==> config.mk <==
export PLATFORM = sky130hd
export DESIGN_NAME = gf180_ram_arbiter
export DESIGN_NICKNAME = d
export VERILOG_FILES = /design/src/rtl/gf180_ram_arbiter.sv
export SDC_FILE = /design/constraint.sdc
export NUM_CORES = 1
export LEC_CHECK = 0
export BUFFER_PORTS_ARGS = -buffer_cell sky130_fd_sc_hd__buf_2
export CAP_MARGIN = 15
export CORE_ASPECT_RATIO = 1.2
export CORE_MARGIN = 5
export CORE_UTILIZATION = 26
export DETAILED_ROUTE_END_ITERATION = 8
export HOLD_SLACK_MARGIN = 0.02
export PLACE_DENSITY = 0.84
export SYNTH_ARGS = -nofsm -noshare
export SYNTH_HDL_FRONTEND = slang
export SYNTH_SLANG_ARGS = --single-unit
==> constraint.sdc <==
create_clock -name CLK -period 3 [get_ports CLK]
set_input_delay 0.75 -clock CLK [delete_from_list [all_inputs] [get_ports CLK]]
set_output_delay 0.75 -clock CLK [all_outputs]
set_load 0.01 [all_outputs]
==> src/rtl/gf180_ram_arbiter.sv <==
// Two-port round-robin arbiter/sequencer in front of one gf180 128x8 SRAM macro.
// Optional post-reset clear sweep is enabled by defining GF180_RAM_ARB_CLEAR_EN.
module gf180_ram_arbiter #(
   parameter int                ADDR_W      = 7,
   parameter int                DATA_W      = 8,
   parameter logic [DATA_W-1:0] CLEAR_VALUE = 8'h00
) (
   input  logic              CLK,
   input  logic              RST,
   input  logic              a_valid,
   output logic              a_ready,
   input  logic              a_we,
   input  logic [ADDR_W-1:0] a_addr,
   input  logic [DATA_W-1:0] a_wdata,
   input  logic [DATA_W-1:0] a_wmask,
   output logic              a_rvalid,
   output logic [DATA_W-1:0] a_rdata,
   input  logic              b_valid,
   output logic              b_ready,
   input  logic              b_we,
   input  logic [ADDR_W-1:0] b_addr,
   input  logic [DATA_W-1:0] b_wdata,
   input  logic [DATA_W-1:0] b_wmask,
   output logic              b_rvalid,
   output logic [DATA_W-1:0] b_rdata,
   output logic              busy,
   output logic              ram_cen,
   output logic              ram_gwen,
   output logic [DATA_W-1:0] ram_wen,
   output logic [ADDR_W-1:0] ram_a,
   output logic [DATA_W-1:0] ram_d,
   input  logic [DATA_W-1:0] ram_q
);

   logic              w_busy;
   logic [ADDR_W-1:0] w_sweep_addr;
   logic              w_grant_a;
   logic              w_grant_b;
   logic              r_last_b;
   logic              r_a_rvalid;
   logic              r_b_rvalid;

`ifdef GF180_RAM_ARB_CLEAR_EN
   logic              r_sweep;
   logic [ADDR_W-1:0] r_sweep_addr;

   // Clear sweep: armed by reset, writes every address once after release
   always_ff @(posedge CLK) begin
      if (RST) begin
         r_sweep      <= 1'b1;
         r_sweep_addr <= {ADDR_W{1'b0}};
      end else if (r_sweep) begin
         r_sweep_addr <= r_sweep_addr + {{(ADDR_W-1){1'b0}}, 1'b1};
         r_sweep      <= ~(&r_sweep_addr);
      end else begin
         r_sweep      <= 1'b0;
         r_sweep_addr <= r_sweep_addr;
      end
   end

   assign w_busy       = r_sweep & ~RST;
   assign w_sweep_addr = r_sweep_addr;
`else
   assign w_busy       = 1'b0;
   assign w_sweep_addr = {ADDR_W{1'b0}};
`endif

   // Round-robin grant: on a tie the port not served last wins
   always_comb begin
      w_grant_a = a_valid & ~w_busy & ~RST & (~b_valid | r_last_b);
      w_grant_b = b_valid & ~w_busy & ~RST & (~a_valid | ~r_last_b);
   end

   // Macro pins follow the sweep or the granted request in the same cycle
   always_comb begin
      ram_cen  = 1'b1;
      ram_gwen = 1'b1;
      ram_wen  = {DATA_W{1'b1}};
      ram_a    = {ADDR_W{1'b0}};
      ram_d    = {DATA_W{1'b0}};
      if (w_busy) begin
         ram_cen  = 1'b0;
         ram_gwen = 1'b0;
         ram_wen  = {DATA_W{1'b0}};
         ram_a    = w_sweep_addr;
         ram_d    = CLEAR_VALUE;
      end else if (w_grant_a) begin
         ram_cen  = 1'b0;
         ram_gwen = ~a_we;
         ram_wen  = a_we ? ~a_wmask : {DATA_W{1'b1}};
         ram_a    = a_addr;
         ram_d    = a_we ? a_wdata : {DATA_W{1'b0}};
      end else if (w_grant_b) begin
         ram_cen  = 1'b0;
         ram_gwen = ~b_we;
         ram_wen  = b_we ? ~b_wmask : {DATA_W{1'b1}};
         ram_a    = b_addr;
         ram_d    = b_we ? b_wdata : {DATA_W{1'b0}};
      end else begin
         ram_cen  = 1'b1;
      end
   end

   // Pointer and read-response valids; reset favours A and drops in-flight reads
   always_ff @(posedge CLK) begin
      if (RST) begin
         r_last_b   <= 1'b1;
         r_a_rvalid <= 1'b0;
         r_b_rvalid <= 1'b0;
      end else begin
         if (w_grant_a) begin
            r_last_b <= 1'b0;
         end else if (w_grant_b) begin
            r_last_b <= 1'b1;
         end else begin
            r_last_b <= r_last_b;
         end
         r_a_rvalid <= w_grant_a & ~a_we;
         r_b_rvalid <= w_grant_b & ~b_we;
      end
   end

   assign a_ready  = w_grant_a;
   assign b_ready  = w_grant_b;
   assign a_rvalid = r_a_rvalid;
   assign b_rvalid = r_b_rvalid;
   assign a_rdata  = r_a_rvalid ? ram_q : {DATA_W{1'b0}};
   assign b_rdata  = r_b_rvalid ? ram_q : {DATA_W{1'b0}};
   assign busy     = w_busy;

endmodule

# [After elaboration in Yosys (flattened, before gate mapping)]
# Index checks and enable logic that the tools add are counted.
[totals] regBits=3 in_bits=60 out_inout_bits=46 word_cells=38
[op_classes] muxes=18 bitwise_logic=16 n_reduce_logical=1
[ops] op="$mux 8" n=10
[ops] op="$not 8->8" n=2
[ops] op="$mux 7" n=2
[ops] op="$and 1x1->1" n=6
[ops] op="$mux 1" n=6
[ops] op="$not 1->1" n=6
[ops] op="$or 1x1->1" n=2
[ops] op="$reduce_bool 2->1" n=1

# [Logic depth before layout (Yosys ltp)]
[logic_depth] word_depth=5 ltp_mapped=4 ltp_nobuf=3

# [Worst setup path before layout]
# OpenSTA, ideal clock, no wires.
[synth_path] path_kind="input -> output" startpoint="in b_valid" endpoint="out ram_d[6]" arrival_ns=1.580 t_required_ns=2.250 slack_ns=0.670 cell_stages=4 path_buffers=1 path_cell_list="a21bo_4 -> nor3b_4 -> buf_6 -> a22o_4"
[synth_between] elab_chain_cells=4 word_cells_on_any_way=7 classes_between="mux: 2; bitwise: 5"
[synth_lines] item="from (decl)" line_no="18" rtl="input logic b_valid,"
[synth_lines] item="$and 1x1->1 / $not 1->1 (equally long branches)" line_no="71, 70"
[synth_lines] item="$and 1x1->1 / $or 1x1->1 (equally long branches)" line_no="71, 70"
[synth_lines] item="$mux 8 / $and 1x1->1 (equally long branches)" line_no="93, 70"
[synth_lines] item="$mux 8 (*)" line_no="87" rtl="end else if (w_grant_a) begin"
[synth_lines] item="to (decl)" line_no="31" rtl="output logic [DATA_W-1:0] ram_d,"
# Mark *: on every way between the ends. The rest lies on a longest branch, timed or not.

# [Final worst setup path]
[layout_path] startpoint="in a_valid" endpoint="out ram_d[5]"
[layout_between] elab_chain_cells=5 word_cells_on_any_way=7 classes_between="mux: 2; bitwise: 5"
[layout_lines] item="from (decl)" line_no="10" rtl="input logic a_valid,"
[layout_lines] item="$not 1->1" line_no="71" rtl="w_grant_b = b_valid & ~w_busy & ~RST & (~a_valid | ~r_last_b);"
[layout_lines] item="$or 1x1->1" line_no="71"
[layout_lines] item="$and 1x1->1" line_no="71"
[layout_lines] item="$mux 8" line_no="93" rtl="end else if (w_grant_b) begin"
[layout_lines] item="$mux 8 (*)" line_no="87"
# Marked as above.

==> summary.txt <==
Global route
  – Grt met3 use: 5.038%
  – Vias in the first global route: between 900 and 1,000
  – First-pass GRT wire length: about 3.9 mm
  – Overflow after GRT: 0
  – M1 GR Usage: 16.89%
  – Initial antenna violation count: 0
  – Gr busiest metal: met2
  – Total track usage: between 10% and 20%
  – Met2 usage: between 30 and 40%
  – Largest net degree at the start of global routing: 18

Floorplanning
  – Core ar.: about 1900 um2
  – # rows: 17
  – Starting Density: around 28%
  – I/O Pins: between 100 and 150
  – Die Y: slightly below 60 um
  – Width of the die: 51.09 um
  – Die footprint: 3030 um2

Placed design
  – Post-DP HPWL: about 2.6 mm
  – Port Buf Inserts: around 100
  – Final RePlAce weighted congestion: between 0.8 and 0.9

Clock network
  – Htree depth: 1
  – Skew-Pair Late Insertion Delay: about 0.23 ns
  – Sink Count: 3
  – CTS tree: yes
  – Root buf cell: clkbuf_4
  – Clk slew on worst S/H paths: about 0.040 ns
  – Clock buffer depth: 2
  – CTS buffer count: 3
  – Post-CTS Hold Buffers: 0
  – Post-CTS Setup Inserts: 0
  – CTS resizes: 0

Critical path
  – Maximum fanout along the worst path: 17
  – WP data required: about 2.3 ns
  – Setup CP Type: in -> out
  – Type of origin of the critical path: primary input
  – Crit. End Element: output port
  – Arrival time at the worst endpoint: 1.84 ns

Yosys
  – Synth Area in Compound Gates: between 40% and 50%
  – #FFs+latches synth: 3
  – Gate Count Post-Synth: 62
  – Post-Synth Adder-Cell Area: 0%
  – Largest family of logic cells by synthesized area: compound AO/OA/AOI/OAI gates
  – Top cell type's share of synthesized area: between 20% and 30%
  – Synth Area in XOR/XNOR: 0%
  – Yosys cell types: 21
  – Syn avg cell area: around 8.5 um2
  – Largest cells by area after synthesis: a22o_1 22%, and2_1 19%, dfxtp_1 11%
  – Post-synth top area cell: a22o_1
  – Mux contribution to synthesized area: 0%
  – Part of the Yosys area used for sequential elements: a little under an eighth
  – Warnings, synthesis: 0
  – Syn Std Cell Area: roughly 530 um2
  – Synth Area in Simple Gates: between 30% and 40%
  – Syn nets: roughly 120

Routing
  – DRC Markers: 0
  – Final WL: 2.825 mm
  – Via-per-instance ratio: 4.952
  – Post-DRT Antenna Nets: 0
  – DRT iter0 DRCs: 27
  – WL per Instance: 15.03 um
  – TritonRoute pass-1 iters: 4
  – Vias after detailed routing: between 900 and 1,000

STA
  – Crit share post-route: between 80% and 90%
  – RSZ-0062 raised after global routing: no
  – Maximum clock frequency: ~390 MHz
  – Total negative setup slack: 0 ns
  – Crit path time final: ~2.6 ns
  – Pins over their slew limit: 0
  – Final hold vios: 0
  – Fin Clk Skew: 0.002216 ns
  – Final setup violation count: 0

Power
  – PD cells: roughly 220 nW/um2
  – Pwr Total: roughly 0.24 mW
  – Maximum VDD drop: ~0.15 mV
  – Sw frac: about a third
  – Logic pwr share: between 50% and 60%
  – Sequential share of power: a little under a fifth
  – Clock power share: between 20 and 30%
  – Leakage: 0.6624 nW
  – Psw: 0.08239 mW
  – Internal power: approximately 0.16 mW

Final layout
  – Share of layout cells above drive strength 1: 69.23%
  – N_diodes: 0
  – NumNets Final: 230
  – Final-layout fill cell count: 190
  – Area Overhead vs Synth: 105.5%

Run status
  – Status: finished clean

Worst hold path
  – Min-delay worst type: reg -> reg

Job
  – Max-cap violations: 0
## logic make-up after synthesis
family | count (synthesis)
AOI/OAI and AO/OA | 25
other | 1
DFF | 3
buffers and inverters | 4
and+or+nand+nor | 29
## cell usage after synthesis
| master | count |
|---|---|
| a22o_1 | 13 |
| nor3b_4 | 2 |
| dfxtp_1 | 3 |
| and2_1 | 16 |
| nor2_1 | 2 |
| nand3b_1 | 1 |
| nor2_2 | 2 |
| conb_1 | 1 |
| a21bo_4 | 1 |
| buf_6 | 2 |
| a21oi_1 | 1 |
| and2b_4 | 1 |
| a22o_4 | 1 |
| nor3_1 | 2 |
| nand3_1 | 1 |
| a22oi_1 | 8 |
| nand2b_4 | 1 |
| buf_4 | 1 |
| a211o_1 | 1 |
| inv_1 | 1 |
| nand2_1 | 1 |
## registers in the layout, indices dropped and copies added, names as in the netlist
signal and cells:
a_rvalid 1, b_rvalid 1, r_last_b 1
## worst max-delay path, cell delays in order
cell     delay (ns)
buf_2          0.15
a21bo_4        0.24
nor3b_4        0.17
buf_4          0.23
a22o_1         0.17
buf_2          0.13
## stage by stage
step	utilization [%]	instances	hold WS [ns]	worst slack [ns]	instance area, um2
floorplan	-	62	0.4939	0.6702	526.8
global placement	55.78	184	0.5183	0.4655	1056
detailed placement	55.78	184	0.5341	0.4149	1056
CTS	57.17	188	0.5481	0.4194	1082
global route	57.17	188	0.5914	0.3615	1082
finish	57.17	188	0.5434	0.4082	1082
## placed cells by master (no fill, tap or decap), types with 2 or more instances in the layout
master / count
buf_2: 104
nor3b_4: 2
nor2_1: 2
a22o_1: 13
dfxtp_1: 3
a22oi_1: 8
nor2_2: 2
buf_4: 2
nor3_1: 2
and2_1: 16
clkbuf_4: 3
## layout make-up
| class | instances | area, um2 | share of cell area [%] |
|---|---|---|---|
| clock buffers | 4 | 26.28 | 2.428 |
| multi-input cells | 55 | 432.9 | 40.00 |
| repair buffers | 106 | 535.5 | 49.48 |
| inverters | 1 | 3.754 | 0.3468 |
| well taps | 19 | 23.77 | 2.197 |
| flip-flops and latches | 3 | 60.06 | 5.549 |
## routing by layer
layer / share of wire [%] / wire, um / vias up
li1: - / - / 448
met1: 34 / 967 / 409
met2: 52 / 1480 / 74
met3: 13 / 377 / 0
met4: 0 / 0 / 0
met5: 0 / 0 / -
## worst paths after layout
check,startpoint,end,slack [ns],cells past startpoint
worst max register to register,r_last_b,r_last_b,2.05,2
worst max-delay path,a_valid,ram_d[5],0.41,6
worst min register to register,r_last_b,r_last_b,0.54,1
worst min-delay path,r_last_b,r_last_b,0.54,1
## power groups by stage
stage,logic (mW),registers (mW),clock network [mW]
floorplan,0.0556,0.0455,0
global placement,0.124,0.0454,0
detailed placement,0.126,0.0457,0
CTS,0.127,0.0451,0.0742
global route,0.136,0.0456,0.0767
finish,0.126,0.0450,0.0705
(Power assumes the default switching activity.)
